File: src/rtl/upower_pkg.sv
// Shared definitions for the uPOWER fetch-stage PC sequencer: state
// encoding, instruction size and the architectural boot address.
package upower_pkg;

  // Sequencer states: BOOT after reset, RUN for normal fetch, HOLD while a
  // redirect waits for the outstanding fetch to be accepted.
  typedef enum logic [1:0] {
    ST_BOOT = 2'd0,
    ST_RUN  = 2'd1,
    ST_HOLD = 2'd2
  } pc_state_e;

  // Every uPOWER instruction is one 32-bit word.
  localparam int unsigned INSTR_BYTES = 4;

  // Boot address used when the top does not override it.
  localparam logic [63:0] DEFAULT_RESET_VECTOR = 64'h0000_0000_0004_0000;

endpackage : upower_pkg

File: src/rtl/pc_target_calc.sv
// Branch target computation: sign-extends the LI word offset, converts it to
// a byte offset and either uses it directly (AA=1) or adds it to the branch
// instruction address (AA=0). All arithmetic wraps at XLEN bits.
module pc_target_calc #(
  parameter int XLEN  = 64,
  parameter int IMM_W = 24
) (
  input  logic              i_br_abs,
  input  logic [IMM_W-1:0]  i_br_imm,
  input  logic [XLEN-1:0]   i_br_pc,
  output logic [XLEN-1:0]   o_target
);

  logic [XLEN-1:0] w_sext;
  logic [XLEN-1:0] w_offset;

  // Extend to full width before shifting so negative offsets stay negative.
  assign w_sext   = {{(XLEN-IMM_W){i_br_imm[IMM_W-1]}}, i_br_imm};
  assign w_offset = w_sext << 2;

  // Select absolute or PC-relative target.
  always_comb begin
    o_target = w_offset;
    if (i_br_abs) begin
      o_target = w_offset;
    end else begin
      o_target = i_br_pc + w_offset;
    end
  end

endmodule : pc_target_calc

File: src/rtl/pc_sequencer.sv
// Program-counter sequencer for the uPOWER fetch stage. Issues word-aligned
// fetch addresses over a valid/ready handshake, applies branch and redirect
// targets, and parks a redirect that arrives while a fetch is still waiting
// for acceptance so that the presented address never changes mid-handshake.
module pc_sequencer
  import upower_pkg::*;
#(
  parameter int              XLEN         = 64,
  parameter logic [XLEN-1:0] RESET_VECTOR = XLEN'(DEFAULT_RESET_VECTOR),
  parameter int              IMM_W        = 24,
  parameter int              CNT_W        = 32
) (
  input  logic              clk,
  input  logic              rst,
  input  logic              stall,
  input  logic              br_taken,
  input  logic              br_abs,
  input  logic [IMM_W-1:0]  br_imm,
  input  logic [XLEN-1:0]   br_pc,
  input  logic              redir_valid,
  input  logic [XLEN-1:0]   redir_pc,
  input  logic              fetch_ready,
  output logic              fetch_valid,
  output logic [XLEN-1:0]   pc,
  output logic [XLEN-1:0]   pc_plus4,
  output logic [CNT_W-1:0]  fetch_count
);

  pc_state_e       r_state;
  pc_state_e       w_state_nxt;
  logic [XLEN-1:0] r_pc;
  logic [XLEN-1:0] w_pc_nxt;
  logic [XLEN-1:0] r_pend_pc;
  logic [XLEN-1:0] w_pend_nxt;
  logic            r_pend_redir;      // pending target came from redir_valid
  logic            w_pend_redir_nxt;
  logic            r_outstanding;     // last cycle presented an unaccepted fetch
  logic [CNT_W-1:0] r_count;

  logic            w_fetch_valid;
  logic            w_accept;
  logic            w_blocked;
  logic            w_req;
  logic [XLEN-1:0] w_br_tgt;
  logic [XLEN-1:0] w_redir_tgt;
  logic [XLEN-1:0] w_req_tgt;
  logic [XLEN-1:0] w_pc_plus4;

  pc_target_calc #(
    .XLEN  (XLEN),
    .IMM_W (IMM_W)
  ) u_target (
    .i_br_abs (br_abs),
    .i_br_imm (br_imm),
    .i_br_pc  (br_pc),
    .o_target (w_br_tgt)
  );

  // Redirect targets are forced to a word boundary.
  assign w_redir_tgt = redir_pc & ~XLEN'(3);
  assign w_req       = redir_valid | br_taken;
  assign w_req_tgt   = redir_valid ? w_redir_tgt : w_br_tgt;
  assign w_pc_plus4  = r_pc + XLEN'(INSTR_BYTES);
  assign w_accept    = w_fetch_valid & fetch_ready;
  assign w_blocked   = w_fetch_valid & ~fetch_ready;

  // Fetch request: a request left unaccepted stays up even if stall rises.
  always_comb begin
    w_fetch_valid = 1'b0;
    case (r_state)
      ST_BOOT: w_fetch_valid = 1'b0;
      ST_RUN:  w_fetch_valid = ~stall | r_outstanding;
      ST_HOLD: w_fetch_valid = 1'b1;
      default: w_fetch_valid = 1'b0;
    endcase
  end

  // Next-state, next-PC and pending-target selection.
  always_comb begin
    w_state_nxt      = r_state;
    w_pc_nxt         = r_pc;
    w_pend_nxt       = r_pend_pc;
    w_pend_redir_nxt = r_pend_redir;
    case (r_state)
      ST_BOOT: begin
        w_state_nxt = ST_RUN;
        if (redir_valid) begin
          w_pc_nxt = w_redir_tgt;
        end else begin
          w_pc_nxt = r_pc;
        end
      end
      ST_RUN: begin
        if (w_req && w_blocked) begin
          // Address is on the bus unaccepted: park the target.
          w_pend_nxt       = w_req_tgt;
          w_pend_redir_nxt = redir_valid;
          w_state_nxt      = ST_HOLD;
        end else if (w_req) begin
          w_pc_nxt = w_req_tgt;
        end else if (w_accept) begin
          w_pc_nxt = w_pc_plus4;
        end else begin
          w_pc_nxt = r_pc;
        end
      end
      ST_HOLD: begin
        // A redirect always replaces the parked target; a branch only
        // replaces a parked branch.
        if (redir_valid) begin
          w_pend_nxt       = w_redir_tgt;
          w_pend_redir_nxt = 1'b1;
        end else if (br_taken && !r_pend_redir) begin
          w_pend_nxt       = w_br_tgt;
          w_pend_redir_nxt = 1'b0;
        end else begin
          w_pend_nxt       = r_pend_pc;
          w_pend_redir_nxt = r_pend_redir;
        end
        if (w_accept) begin
          w_pc_nxt         = w_pend_nxt;
          w_pend_redir_nxt = 1'b0;
          w_state_nxt      = ST_RUN;
        end else begin
          w_pc_nxt = r_pc;
        end
      end
      default: begin
        w_state_nxt      = ST_BOOT;
        w_pc_nxt         = RESET_VECTOR;
        w_pend_redir_nxt = 1'b0;
      end
    endcase
  end

  // State, PC and pending-target registers.
  always_ff @(posedge clk or negedge rst) begin
    if (!rst) begin
      r_state       <= ST_BOOT;
      r_pc          <= RESET_VECTOR;
      r_pend_pc     <= RESET_VECTOR;
      r_pend_redir  <= 1'b0;
      r_outstanding <= 1'b0;
    end else begin
      r_state       <= w_state_nxt;
      r_pc          <= w_pc_nxt;
      r_pend_pc     <= w_pend_nxt;
      r_pend_redir  <= w_pend_redir_nxt;
      r_outstanding <= w_blocked;
    end
  end

  // Accepted-fetch counter, wraps naturally at 2^CNT_W.
  always_ff @(posedge clk or negedge rst) begin
    if (!rst) begin
      r_count <= '0;
    end else if (w_accept) begin
      r_count <= r_count + CNT_W'(1);
    end else begin
      r_count <= r_count;
    end
  end

  assign fetch_valid = w_fetch_valid;
  assign pc          = r_pc;
  assign pc_plus4    = w_pc_plus4;
  assign fetch_count = r_count;

endmodule : pc_sequencer

File: config.mk
export PLATFORM = sky130hd
export DESIGN_NAME = pc_sequencer
export DESIGN_NICKNAME = d
export VERILOG_FILES = /design/src/rtl/upower_pkg.sv /design/src/rtl/pc_target_calc.sv /design/src/rtl/pc_sequencer.sv
export SDC_FILE = /design/constraint.sdc
export NUM_CORES = 1
export LEC_CHECK = 0
export CAP_MARGIN = 10
export CORE_UTILIZATION = 49
export DETAILED_ROUTE_END_ITERATION = 6
export GPL_TIMING_DRIVEN = 0
export PLACE_DENSITY = 0.88
export SLEW_MARGIN = 15
export SYNTH_ARGS = -nofsm -noshare
export SYNTH_HDL_FRONTEND = slang
export SYNTH_SLANG_ARGS = --single-unit
File: constraint.sdc
create_clock -name clk -period 5.6 [get_ports clk]
set_input_delay 0.56 -clock clk [delete_from_list [all_inputs] [get_ports clk]]
set_output_delay 0.56 -clock clk [all_outputs]
set_load 0.1 [all_outputs]
Word level (Yosys, flattened, before mapping)
Cells that the tools add are included.
W data, S select, Z words.
{"block": "totals", "ff_bits": 164, "input_bits": 159, "out_inout_bits": 161, "word_cells": 54}
{"block": "op_classes", "addsub": 3, "eq_ne": 8, "n_mux": 21, "n_bitwise": 7, "n_reduce_logical": 9}
{"operator": "$mux W64", "count": 10}
{"operator": "$pmux W64 S3", "count": 1}
{"operator": "$pmux W64 S2", "count": 1}
{"operator": "$add A64 B3 Y64 const B", "count": 1}
{"operator": "$add A64 B64 Y64", "count": 1}
{"operator": "$add A32 B1 Y32 const B", "count": 1}
{"operator": "$ne A2 B2 Y1 const B", "count": 4}
{"operator": "$pmux W2 S3", "count": 1}
{"operator": "$mux W1", "count": 4}
{"operator": "$mux W2", "count": 2}
{"operator": "$ne A4 B4 Y1 const B", "count": 1}
{"operator": "$reduce_and A2 Y1", "count": 2}
{"operator": "$reduce_and A4 Y1", "count": 1}
{"operator": "$ne A3 B3 Y1 const B", "count": 1}
{"operator": "$not A1 Y1", "count": 3}
{"operator": "$pmux W1 S3", "count": 1}
{"operator": "$reduce_and A3 Y1", "count": 1}
{"operator": "$and A1 B1 Y1", "count": 2}
{"operator": "$eq A2 B1 Y1 const B", "count": 1}
{"operator": "$eq A2 B2 Y1 const B", "count": 1}
{"operator": "$logic_and A1 B1 Y1", "count": 2}
{"operator": "$logic_not A2 Y1", "count": 1}
{"operator": "$or A1 B1 Y1", "count": 2}
{"operator": "$pmux W1 S2", "count": 1}
{"operator": "other kinds (2)", "count": 2}

Logic depth before layout (Yosys ltp)
{"block": "depth", "depth_word": 8, "mapped_depth": 14, "mapped_depth_nobuf": 14}

Hierarchy
From an unflattened synthesis, not the netlist that was laid out.
{"block": "unflattened", "hier_cells": 1962, "hier_area_um2": 15339.7}
{"module": "pc_sequencer", "n_inst": 1, "cells_per_inst": 1305, "area_per_inst_um2": 11194.5, "seq_area_each_um2": 4106.4}
{"module": "pc_target_calc", "n_inst": 1, "cells_per_inst": 657, "area_per_inst_um2": 4145.2, "seq_area_each_um2": 0.0}

Worst setup path after synthesis
OpenSTA, ideal clock, no wires.
{"block": "synth_path", "path_kind": "register to output", "startpoint": "register r_pc[20] (netlist: pc[20])", "endpoint": "output pc_plus4[50]", "arrival_time_ns": 4.497, "t_required_ns": 5.040, "slack_ns": 0.543, "stages_incl_launch_ff": 10, "path_buffers": 0, "path_cell_list": "dfrtp_1 -> and4_4 -> and4_2 -> nand4_1 -> or3_4 -> nor2_4 -> nand2_2 -> nor3_2 -> nand3_1 -> xnor2_1"}
{"block": "synth_via", "elab_chain_cells": 1}
{"item": "start: declaration", "line": "pc_sequencer.sv:31", "source": "logic [XLEN-1:0] r_pc;"}
{"item": "start signal: assignment", "line": "pc_sequencer.sv:146", "source": "r_pc <= w_pc_nxt;"}
{"item": "$add A64 B3 Y64", "line": "pc_sequencer.sv:63", "source": "assign w_pc_plus4 = r_pc + XLEN'(INSTR_BYTES);"}
{"item": "end: declaration", "line": "pc_sequencer.sv:25", "source": "output logic [XLEN-1:0] pc_plus4,"}
No other way between the ends.

Final worst setup path
{"block": "layout_path", "startpoint": "register r_pc[2] (netlist: pc[2])", "endpoint": "output pc_plus4[58]"}
Same word-level chain as after synthesis.

==> impl_metrics.toml <==
[pwr]
power.density_nw_per_um2 = 657
power_leakage_nw = 7.69
vdd_drop_max_v = 0.000498
p_total_w = 0.0126

[finish]
syn2layout_area_growth_pct = 29.0
multi_input_area_um2 = 10200
fillCellCount = 2574
regArea_um2 = 4110
fin_cells = 2660
nets = 2484
drive_above_1_share_pct = 4.36
final_common_cell = "clkdlybuf4s50_1"
final_cell_mix = "clkdlybuf4s50_1, nand2_1, a21oi_1"

[floorplanning]
coreArea_um2 = 29800
die_h_um = 177
start_util_pct = 50.1
rows = 63
io_pins = 320
die_w_um = 177
dieArea_um2 = 31200

[grt]
overflow = 0
top_usage_layer = "met2"
gr-usage-met1_pct = 61.6
first_global_vias = 17700
grt_start_max_net_pins = 103
grt_pass1_wl_mm = 114
use_met3_pct = 19.7
grtUsageMet2_pct = 74.3
antenna_found_initial = 1
grt.total_usage_pct = 50.0

[timing]
final-max-slew-violation-count = 0
tightest_slew_ps = 1360
relSlewSlack_pct = 9.52
hold_viol = 0
min_period_over_period_pct = 94.7
setup_viol = 0
period_needed_ps = 5310
clock_skew_ps = 15.9
hold_ws_ps = 52.2
fmax_ghz = 0.188
rsz0062_at_grt = "no"

[synthesis]
netlist_top_cells_area = "dfrtp_1, a21oi_1, nand2_1"
syn_area_um2 = 14900
synth_nets = 2148
synth_edf_count = 0
syn_area_per_cell_um2 = 7.77
async_flop_share_pct = 100
yosysWarnings = 0
ys_ff_latch = 164
synthFlopType = "dfrtp_1"
seq_area_frac_synth_pct = 27.5
ys_types = 93
synthCells = 1921
synth_top_area_share_pct = 27.2
synth_area_leader_cell = "dfrtp_1"

[clocking]
cts_hold_buf = 0
clockBufferDepth = 2
path_clk_slew_ps = 70
tritoncts = "built"
cts_setup_buffers = 0
ctsHtreeMaxLevel = 4
clock_latency_ps = 450
cts.sinks = 164
cts_buffers = 17
cts-root-buf = "clkbuf_16"

[placement]
dp_hpwl_mm = 60.3
place.gp.congestion = 1.06
dp_cells = 2628
numPortBuffers = 315

[route]
first_pass_iters = 7
drt_iter0_markers = 3317
wire_per_inst_um = 29.7
vias_per_cell = 7.11
dr_total_vias = 18900
wirelength_mm = 79.0
ant_nets = 0
drcViolationCount = 28

[critical_path]
crit_type = "flop to primary output"
crit_fanout = 7
crit_required_ps = 5040
reg2reg_depth = 12
r2r-start = "r_state[1]$_DFFE_PN0P_"
end_kind = "primary output"
arrival_ps = 4750
r2r_setup_slack_ps = 1240
critPathLaunchType = "flop"
reg2reg_to = "pc[53]$_DFFE_PN0P_"
cp-startpoint = "pc[2]$_DFFE_PN0P_"

[run_status]
violations = "DRC"
status = "complete, but fails checks"

[run]
maxCapViolations = 0

[worst_hold_path]
hold_class = "input port to async pin"
==> worst max path at each step <==
stage | slack, ps | endpoint
final | 290 | pc_plus4[58]
after global placement | -3050 | pc[46]$_DFFE_PN0P_
after CTS | 260 | pc_plus4[55]
after global routing | 110 | pc_plus4[60]
after detailed placement | 750 | pc_plus4[55]
after floorplan | 540 | pc_plus4[50]
==> per-stage QoR <==
step                      worst slack [ps]  TNS, ps  instance area (um^2)  util, %
final                                  295        0                 19300     64.6
after detailed placement               753        0                 18600     62.5
after CTS                              258        0                 19200     64.6
after global placement               -3050  -492900                 18600     62.3
after global routing                   114        0                 19300     64.6
after floorplan                        543        0                 14900        -
==> power breakdown <==
part           internal [W]  switching, W  leakage, nW
combinational       0.00222       0.00685         5.34
clock              0.000765      0.000559        0.308
sequential          0.00168      0.000564         2.04
total               0.00467       0.00797         7.69
==> cell usage after synthesis (5+ instances only) <==
cell type    n
and2_1      12
nand4_1     45
nand3_1     46
nand2_1    242
a221oi_1    34
inv_1       27
o211ai_1    44
mux2i_1     24
nor2b_1      9
a31oi_1     33
clkbuf_1   100
nand2b_1    20
nor3_1      25
ha_1        67
a22o_1      13
a211o_1      5
o31ai_1      8
a222oi_1    25
a22oi_1     22
a21boi_0    15
xor2_1      51
o21a_1      23
a211oi_1    24
buf_1       12
a21o_1      30
a21oi_1    185
nor2_1     171
dfrtp_1    162
nor4_1       9
mux2_2       9
buf_2       10
o21bai_1    12
xnor2_1     93
a41oi_1      5
a221o_1     20
o22ai_1     12
o21ai_0    156
and3_1      23
==> cell families (layout without fill, tap and decap cells) <==
family                   count (synthesis)  in the layout  synth area share, %
AO/OA/AOI/OAI                          713            713                 31.6
XOR/XNOR                               145            145                 8.56
adder cells (fa/ha/maj)                 68             68                 5.75
multiplexers                            33             33                 2.29
AND/OR/NAND/NOR                        645            645                 20.4
buffers and inverters                  153            501                 3.98
other                                    0              1                    0
flip-flops                             164            164                 27.5
==> routing by layer <==
layer | vias up | wire, um
met5 | - | 13
met4 | 2 | 5290
met3 | 410 | 11800
met2 | 1689 | 33200
met1 | 8945 | 28700
li1 | 7871 | -
==> critical path, cell delays in order, from the launching register on <==
cell	delay (ps)
dfrtp_1	470
ha_1	250
and3_1	160
buf_2	170
and3_1	160
buf_2	210
nand4_1	230
nor4_2	640
nand4_2	360
nor2_1	320
xor2_1	170
clkdlybuf4s50_1	1140
==> sequential cells by signal, indices dropped and copies added (netlist names) <==
signal,cells
r_outstanding,1
r_pend_redir,1
r_pend_pc,64
pc,64
r_state,2
fetch_count,32
==> what timing repair did <==
action                     CTS  global route
gates resized for setup      0             2
hold endpoints to repair     0             0
setup endpoints to repair    0             2
==> layout make-up <==
cell class | count | share of cell area (%)
tap | 390 | 2.53
timing repair buffer | 317 | 16.6
multi-input combinational | 1604 | 53.1
clock inverter | 13 | 1.01
buffer | 124 | 2.52
antenna | 1 | 0.0130
inverter | 29 | 0.565
clock buffer | 18 | 2.28
sequential | 164 | 21.3
Note: power is estimated with default switching activity, not from simulation.
